===== config.mk =====
export PLATFORM = sky130hd
export DESIGN_NAME = dds_dual_nco
export DESIGN_NICKNAME = d
export VERILOG_FILES = /design/src/rtl/dds_dual_nco.sv
export SDC_FILE = /design/constraint.sdc
export NUM_CORES = 1
export LEC_CHECK = 0
export BUFFER_PORTS_ARGS = -buffer_cell sky130_fd_sc_hd__buf_4
export CORE_MARGIN = 3
export CORE_UTILIZATION = 40
export DETAILED_ROUTE_END_ITERATION = 12
export GPL_TIMING_DRIVEN = 0
export HOLD_SLACK_MARGIN = 0.1
export PLACE_DENSITY = 0.54
export SLEW_MARGIN = 20
export SYNTH_ARGS = -nofsm -noshare
export SYNTH_HDL_FRONTEND = slang
export SYNTH_SLANG_ARGS = --single-unit

===== constraint.sdc =====
create_clock -name clk -period 12.85 [get_ports clk]
set_input_delay 3.2125 -clock clk [delete_from_list [all_inputs] [get_ports clk]]
set_output_delay 3.2125 -clock clk [all_outputs]
set_load 0.01 [all_outputs]

===== src/rtl/dds_dual_nco.sv =====
`default_nettype none
// ============================================================================
//  Module   : dds_dual_nco
//  Purpose  : Dual-channel NCO. Two phase accumulators (S = carrier,
//             C = modulating tone) share one cosine table. Outputs are an
//             offset-binary carrier and a signed tone. They are
//             cycle-aligned through a three-stage pipeline.
//             Tuning words are double-buffered: a write lands in a shadow
//             register and becomes active at the channel's next phase wrap.
//             If the channel is parked at FTW 0, the word becomes active
//             on the next enabled cycle. A sync also makes it active.
//  Ports    : clk          rising-edge clock
//             rst          asynchronous active-high reset
//             en_i         advance both accumulators
//             sync_i       clear both phases, force pending words active
//             cfg_we_i     tuning-word write strobe
//             cfg_sel_i    0 = carrier (S), 1 = modulating (C)
//             cfg_ftw_i    tuning-word data
//             cfg_ack_o    per-channel pulse when a written word goes live
//             cos_s_o      carrier, unsigned offset binary (1..255)
//             cos_c_o      modulating tone, two's complement (-127..127)
//             out_valid_o  outputs belong to an enabled accumulator step
//  Revision : 1.0  initial release
// ============================================================================
module dds_dual_nco #(
  parameter int                 PHASE_W    = 32,
  parameter logic [PHASE_W-1:0] FTW_S_INIT = 'h0100_0000,
  parameter logic [PHASE_W-1:0] FTW_C_INIT = 'h0010_0000
) (
  input  logic               clk,
  input  logic               rst,
  input  logic               en_i,
  input  logic               sync_i,
  input  logic               cfg_we_i,
  input  logic               cfg_sel_i,
  input  logic [PHASE_W-1:0] cfg_ftw_i,
  output logic [1:0]         cfg_ack_o,
  output logic [7:0]         cos_s_o,
  output logic [7:0]         cos_c_o,
  output logic               out_valid_o
);

  // pi * 2^60, used to build the quarter-wave table at elaboration time.
  localparam logic [127:0] C_PI_Q60 = 128'h3243F6A8885A308D;

  // round(127 * cos(2*pi*idx/1024)) for idx in 0..256.
  // The value is evaluated with a Q60 Taylor series, which is far more
  // precise than the 8-bit result needs. In the first quadrant the cosine
  // is non-negative, so adding one half and truncating rounds ties away
  // from zero. The clamp absorbs the truncation residue at idx = 256.
  function automatic logic [6:0] f_qcos(input int idx);
    logic [127:0]        theta;
    logic [127:0]        theta2;
    logic [127:0]        term;
    logic signed [127:0] sum;
    logic signed [127:0] scaled;
    theta  = (C_PI_Q60 * 128'(idx)) >> 9;
    theta2 = (theta * theta) >> 60;
    term   = 128'd1 << 60;
    sum    = $signed(term);
    for (int k = 1; k <= 12; k++) begin
      term = ((term * theta2) >> 60) / 128'((2 * k - 1) * (2 * k));
      if (k[0]) sum = sum - $signed(term);
      else      sum = sum + $signed(term);
    end
    scaled = (sum * 128'sd127 + (128'sd1 <<< 59)) >>> 60;
    if (scaled < 0)   return 7'd0;
    if (scaled > 127) return 7'd127;
    return scaled[6:0];
  endfunction

  // --------------------------------------------------------------------------
  // Per-channel control state (index 0 = S, index 1 = C)
  // --------------------------------------------------------------------------
  logic [1:0][PHASE_W-1:0] acc_q, acc_d;
  logic [1:0][PHASE_W-1:0] ftw_q, ftw_d;
  logic [1:0][PHASE_W-1:0] shd_q, shd_d;
  logic [1:0]              pend_q, pend_d;
  logic [1:0]              cfg_ack_q, cfg_ack_d;

  for (genvar ch = 0; ch < 2; ch++) begin : g_ch
    logic [PHASE_W:0] w_sum;
    logic             w_we;
    logic             w_wrap;
    logic             w_apply;

    assign w_sum  = {1'b0, acc_q[ch]} + {1'b0, ftw_q[ch]};
    assign w_we   = cfg_we_i && (cfg_sel_i == 1'(ch));
    assign w_wrap = en_i && w_sum[PHASE_W];

    // A channel parked at FTW 0 never wraps. For that channel, a pending
    // word goes live on the next enabled cycle instead.
    assign w_apply = pend_q[ch] &&
                     (sync_i || w_wrap || (en_i && (ftw_q[ch] == '0)));

    assign acc_d[ch] = sync_i ? '0 : (en_i ? w_sum[PHASE_W-1:0] : acc_q[ch]);

    // The apply always consumes the shadow value held before this edge.
    // A write in the same cycle refills the shadow and stays pending.
    assign ftw_d[ch]     = w_apply ? shd_q[ch] : ftw_q[ch];
    assign shd_d[ch]     = w_we ? cfg_ftw_i : shd_q[ch];
    assign pend_d[ch]    = w_we | (pend_q[ch] & ~w_apply);
    assign cfg_ack_d[ch] = w_apply;
  end

  always_ff @(posedge clk or posedge rst) begin
    if (rst) begin
      acc_q     <= '0;
      ftw_q     <= {FTW_C_INIT, FTW_S_INIT};
      shd_q     <= {FTW_C_INIT, FTW_S_INIT};
      pend_q    <= '0;
      cfg_ack_q <= '0;
    end else begin
      acc_q     <= acc_d;
      ftw_q     <= ftw_d;
      shd_q     <= shd_d;
      pend_q    <= pend_d;
      cfg_ack_q <= cfg_ack_d;
    end
  end

  // --------------------------------------------------------------------------
  // Quarter-wave cosine table, 257 entries (0..pi/2 inclusive)
  // --------------------------------------------------------------------------
  logic [6:0] w_rom [0:256];

  for (genvar g = 0; g <= 256; g++) begin : g_rom
    localparam logic [6:0] C_VAL = f_qcos(g);
    assign w_rom[g] = C_VAL;
  end

  // --------------------------------------------------------------------------
  // Three-stage output pipeline: phase index -> table value -> output
  // --------------------------------------------------------------------------
  logic [1:0][9:0] ph_q;
  logic [1:0][7:0] tab_q, tab_d;
  logic [1:0]      ld_q;
  logic [1:0]      vld_q;
  logic [7:0]      cos_s_q;
  logic [7:0]      cos_c_q;
  logic            out_valid_q;

  // Fold the 10-bit phase onto the quarter wave. Quadrants 1 and 3 read
  // the table mirrored. Quadrants 1 and 2 negate the value.
  for (genvar ch = 0; ch < 2; ch++) begin : g_rd
    logic [8:0] w_idx;
    logic [6:0] w_mag;

    assign w_idx = ph_q[ch][8] ? (9'd256 - {1'b0, ph_q[ch][7:0]})
                               : {1'b0, ph_q[ch][7:0]};
    assign w_mag = w_rom[w_idx];
    assign tab_d[ch] = (ph_q[ch][9] ^ ph_q[ch][8]) ? -{1'b0, w_mag}
                                                   : {1'b0, w_mag};
  end

  // After reset, ld_q holds the table and output stages until a real
  // phase has reached them. Without this, the reset value of the phase
  // register would be read out as a genuine sample one cycle early.
  always_ff @(posedge clk or posedge rst) begin
    if (rst) begin
      ph_q        <= '0;
      ld_q        <= '0;
      tab_q       <= '0;
      vld_q       <= '0;
      cos_s_q     <= 8'd128;
      cos_c_q     <= '0;
      out_valid_q <= 1'b0;
    end else begin
      ph_q[0] <= acc_q[0][PHASE_W-1 -: 10];
      ph_q[1] <= acc_q[1][PHASE_W-1 -: 10];
      ld_q    <= {ld_q[0], 1'b1};
      if (ld_q[0]) begin
        tab_q <= tab_d;
      end
      if (ld_q[1]) begin
        cos_s_q <= tab_q[0] + 8'd128;
        cos_c_q <= tab_q[1];
      end
      vld_q       <= {vld_q[0], en_i};
      out_valid_q <= vld_q[1];
    end
  end

  assign cfg_ack_o   = cfg_ack_q;
  assign cos_s_o     = cos_s_q;
  assign cos_c_o     = cos_c_q;
  assign out_valid_o = out_valid_q;

endmodule
`default_nettype wire

Word level (Yosys, flattened, before mapping) --
Memory sizes are Yosys's and may differ from the RTL's. Cells that the tools add are included.
Storage, ports and cells: memories kept 2, word-level logic and storage cells 66, ROM bits 7168, output and inout port bits 19, register bits 253
Memories:
- (name not given) | words 512, width 7, read ports 1, clocked after Yosys merged registers in 0, wr ports 0, line 151 | assign w_mag = w_rom[w_idx];
- (name not given) | words 512, width 7, read ports 1, clocked after Yosys merged registers in 0, wr ports 0, line 151
Operators by class: bitwise logic cells 11, $lt $le $gt $ge 2, $add $sub $neg 7, muxes and demuxes 12, reduce and logical (&&, ||, !) cells 15
Operators with widths (number):
- $mux 32 | 4
- $add 32x32->33 | 2
- $logic_not 32->1 | 2
- $mux 7 | 4
- $ge 10x10->1 const B | 2
- $not 9->10 | 2
- $mux 9 | 2
- $sub 9x8->9 const A | 2
- $mux 8 | 2
- $neg 7->8 | 2
- $add 8x8->8 const B | 1
- $logic_and 1x1->1 | 8
- $logic_or 1x1->1 | 4
- $not 1->1 | 3
- $and 1x1->1 | 2
- $or 1x1->1 | 2
- $reduce_bool 2->1 | 1
- $xor 1x1->1 | 2

Logic depth before layout (Yosys ltp) --
depth after elaboration 8, gate-level depth with buffers 20, gate-level depth less buffers 18

Least setup slack after synthesis --
Ideal clock, no wire load.
kind input -> register, start point in sync_i, end point reg ftw_q[10] (netlist bit), path slack 8.033 ns, stages 9, buffers on the path 3, data arrival time 4.692 ns, path through clkbuf_1 -> or2_2 -> nand3_1 -> o22ai_1 -> a21oi_1 -> or2_1 -> buf_2 -> buf_6 -> mux2_2
On the way: longest elaborated chain between the ends 3
Ends and longest elaborated chain:
- start, declared | line 33 | input logic sync_i,
- $logic_or 1x1->1 (2 in a row) | line 94 | (sync_i || w_wrap || (en_i && (ftw_q[ch] == '0)));
- $logic_and 1x1->1 | line 93 | assign w_apply = pend_q[ch] &&
- end signal, assigned | line 109 | ftw_q <= {FTW_C_INIT, FTW_S_INIT};
- end signal, assigned | line 115 | ftw_q <= ftw_d;
- end, declared | line 76 | logic [1:0][PHASE_W-1:0] ftw_q, ftw_d;
No other way between the ends. A chain may end at the register's enable or synchronous reset.

Final worst setup path --
start point reg ph_q[0] (netlist bit), end point reg tab_q[4] (netlist bit)
On the way: longest elaborated chain between the ends 8
Ends and longest elaborated chain:
- start, declared | line 135 | logic [1:0][9:0] ph_q;
- $sub 9x8->9 | line 149 | assign w_idx = ph_q[ch][8] ? (9'd256 - {1'b0, ph_q[ch][7:0]})
- $mux 9 * | line 149
- $not 9->10 (not written as such) * | line 151
- $mem_v2 512x7 *
- $mux 7 (not written as such) * (2 in a row) | line 151
- $neg 7->8 | line 152 | assign tab_d[ch] = (ph_q[ch][9] ^ ph_q[ch][8]) ? -{1'b0, w_mag}
- $mux 8 * | line 152
- end signal, assigned | line 173 | tab_q <= tab_d;
- end, declared | line 136 | logic [1:0][7:0] tab_q, tab_d;
Mark *: on every way between the ends. The rest lies on a longest branch, timed or not. The select of a mux whose other input is x is not followed.

==> impl_metrics.csv <==
group,metric,value,unit
global_route,globalRouteTotalUtil,0.2097,
yosys,synth_nets,1842,
clock_network,clkTransAtPathRegs,0.06,ns
global_route,grt_pass1_vias,13565,
placement,post-place-cells,2301,
die,num_rows,74,
clock_network,cts_buffers,30,
yosys,synth-seq-cells,253,
worst_setup_path,crit_path_cell_trace,"buf_6 -> inv_1 -> ha_1 -> nand2b_1 -> xnor2_2 -> buf_2 -> buf_1 -> ha_1 -> a221oi_1 -> o22ai_1 -> a221oi_1 -> o21ai_1 -> ha_1 -> inv_1 -> nor2_1 -> a21oi_1 -> xor2_1 -> a21oi_1",
yosys,synth.mux.area_fraction,0.1249,
worst_setup_path,crit_path_start_kind,"flip-flop",
clock_network,cts_tree,"yes",
timing,period_share,0.3721,
timing,period_needed,4.782,ns
global_route,overflow,0,
die,ios,57,
cells_and_area,drive_gt1_frac,0.2027,
clock_network,holdBufCountCts,0,
cells_and_area,fin_nets,1931,
worst_setup_path,cp.buffers_inverters,5,
worst_setup_path,path_class,"reg -> reg",
placement,dp_hpwl,35.09,mm
timing,hold_viol,0,
yosys,synth_xor_area_frac,0.04672,
timing,clock_skew,0.05464,ns
drt,post_drt_wl_per_cell,20.03,um
yosys,yosysWarnings,0,
min_path,min_to,"vld_q[1]",
yosys,yosysUniqueCellTypes,107,
worst_setup_path,r2r_slack,8.07,ns
timing,finalSetupTns,0,ns
timing,fmax,0.2091,GHz
yosys,ys_seq_area_frac,0.3780,
cells_and_area,fill_cells,3972,
global_route,grt_pass1_wl,75.58,mm
outcome,outcome,"finished clean",
yosys,synth_top_family_by_area,"compound AO/OA/AOI/OAI gates",
die,initial_core_util,0.4078,
worst_setup_path,crit_top_cell,"ha_1",
yosys,netlist_area,16760,sq um
drt,dr_total_vias,13812,
cells_and_area,stdcell_count,2357,
drt,ant_nets,0,
global_route,antenna_found_initial,4,
clock_network,cts_resized,0,
drt,first_iter_violations,985,
yosys,synth_edf_count,0,
die,die_area,44400,sq um
cells_and_area,n_antenna_cell,0,
cells_and_area,area_delta_synth_final,13.52,%
placement,io_buffer_count,55,
clock_network,cts_root_buf,"clkbuf_16",
drt,via_per_inst,5.860,
yosys,synth_cells,1712,
worst_setup_path,reg2reg_to,"tab_q[4]",
drt,drc,0,
clock_network,cts_sinks,253,
min_path,min_path_cells,0,
clock_network,clock_path_buffers,3,
worst_setup_path,critPathRequiredTime,13.27,ns
yosys,synth-main-ff-cell,"dfrtp_1",
worst_setup_path,cp_top_family,"compound AO/OA/AOI/OAI gates",
drt,drt_wl_total,47.21,mm
worst_setup_path,reg2reg_depth,18,
yosys,synthAdderAreaFrac,0.06956,
worst_setup_path,slowest_delay,0.55,ns
worst_setup_path,cp_slowest_cell,"dfrtp_1",
yosys,avgSynthCellArea,9.792,sq um
flow_run,maxCapViolCount,0,
drt,first_pass_iters,5,
timing,rsz0062_at_grt,"false",
min_path,hp-start,"vld_q[0]",
min_path,worstHoldPathType,"reg -> reg",
yosys,ys_async_sr_fraction,1.000,
clock_network,cts_setup_buffers,0,
global_route,grt_max_degree,101,
die,chipWidth,210.7,um
worst_setup_path,end_kind,"flip-flop",
placement,gp_congestion,0.9337,
yosys,synthSimpleGateAreaFrac,0.1299,
clock_network,clock_latency,0.60,ns
yosys,synth_compound_area_frac,0.2067,
worst_setup_path,cp_max_fo,11,
die,die_h,210.7,um
timing,worstMarginPinSlew,0.9695,ns
worst_setup_path,cp.arrival,5.20,ns
die,core,41110,sq um
timing,finalMaxSlewViolations,0,
timing,slew-limit-headroom,0.3490,
worst_setup_path,worstReg2RegStart,"ph_q[0]",
clock_network,cts-htree-levels,1,
timing,setup_viol,0,
==> per-stage QoR <==
step | hold WS [ns] | setup slack (ns) | utilization | area [sq um]
final | 0.3489 | 8.068 | 0.4629 | 19030
after global routing | 0.3538 | 7.812 | 0.4629 | 19030
after CTS | 0.3522 | 8.091 | 0.4629 | 19030
after detailed placement | 0.3372 | 7.498 | 0.4357 | 17910
after global placement | 0.3338 | -0.2665 | 0.4340 | 17840
after floorplan | 0.3312 | 2.689 | - | 16760
==> cell usage in the layout, fill, tap and decap left out, types with 34 or more instances in the layout <==
cell | netlist | routed
inv_1 | 41 | 40
o21ai_0 | 99 | 99
a21oi_1 | 97 | 97
buf_4 | 10 | 65
nand2_1 | 117 | 117
nor2_1 | 135 | 135
ha_1 | 90 | 90
xnor2_1 | 45 | 45
a21o_1 | 42 | 42
clkbuf_1 | 46 | 49
dfrtp_1 | 248 | 248
buf_2 | 34 | 34
mux2i_1 | 36 | 36
mux2_2 | 141 | 141
==> cells by family after synthesis <==
logic type               after synthesis
adder cells (fa/ha/maj)               92
other                                  1
buffers and inverters                155
AO/OA/AOI/OAI                        495
flip-flops                           253
multiplexers                         188
AND/OR/NAND/NOR                      445
XOR/XNOR                              83
==> worst register-to-register path, delay by kind of cell (launching register included) <==
| kind | cells | cell delay [ns] |
|---|---|---|
| AOI/OAI and AO/OA | 6 | 1.30 |
| xor gates and xnor gates | 2 | 0.49 |
| adders and majority gates | 3 | 0.88 |
| buffers and inverters | 5 | 1.18 |
| DFF | 1 | 0.55 |
| and+or+nand+nor | 2 | 0.26 |
==> Yosys cell counts (7+ instances only) <==
cell type	instances	area, sq um
dfrtp_1	248	6206
mux2_2	141	1588
nor2_1	135	506.7
nand2_1	117	439.2
o21ai_0	99	495.5
a21oi_1	97	485.5
ha_1	90	1126
clkbuf_1	46	172.7
xnor2_1	45	394.1
a21o_1	42	315.3
inv_1	41	153.9
mux2i_1	36	360.4
buf_2	34	170.2
xor2_1	32	280.3
a31oi_1	29	181.4
nand3_1	28	140.1
nor3_1	27	135.1
nor4_1	27	168.9
a211oi_1	24	180.2
nand2b_1	24	150.1
o211ai_1	24	180.2
nor2b_1	17	106.4
o22ai_1	16	100.1
and3_1	12	75.07
buf_1	10	37.54
buf_4	10	75.07
buf_6	10	112.6
nand4_1	10	62.56
o2111ai_1	10	87.58
a311oi_1	9	78.83
mux2_1	9	101.4
a221oi_1	8	70.07
a2111oi_0	7	61.31
a221o_1	7	70.07
o21a_1	7	52.55
o31ai_1	7	52.55
==> final cells by class <==
class | instances | area (sq um) | area share
timing repair buffer | 57 | 467.9 | 0.02459
clock buffer | 41 | 872.1 | 0.04582
buffer | 110 | 568.0 | 0.02985
clock inverter | 15 | 247.7 | 0.01302
inverter | 45 | 176.4 | 0.009270
sequential | 253 | 6337 | 0.3330
tap | 532 | 665.6 | 0.03498
multi-input combinational | 1304 | 9696 | 0.5095
==> how the worst max path moves through the flow <==
stage,end,start,cells past startpoint,slack (ns)
after floorplan,acc_q[0],rst,1,2.69
after global placement,ftw_q[10],rst,2,-0.27
after detailed placement,acc_q[41],sync_i,6,7.50
after CTS,acc_q[58],sync_i,6,8.09
after global routing,tab_q[4],ph_q[0],18,7.81
final,tab_q[4],ph_q[0],18,8.07
==> metal layers <==
layer | vias to the layer above | routed length [um] | global-route usage
li1 | 6530 | - | -
met1 | 6719 | 21890 | 0.2956
met2 | 445 | 21360 | 0.3364
met3 | 110 | 2558 | 0.03357
met4 | 8 | 1337 | 0.05843
met5 | - | 62 | 0
==> sequential cells by signal, summed over array words and instances, names as in the netlist <==
signal and flops:
ph_q 20, pend_q 2, cfg_ack_o 2, out_valid_o 1
tab_q 16, ld_q 2, ftw_q 64, vld_q 2
acc_q 64, cos_c_o 8, shd_q 64, cos_s_o 8
Power is not shown: default switching activity piles up to over one toggle a cycle in this logic, so the estimate is an artifact.
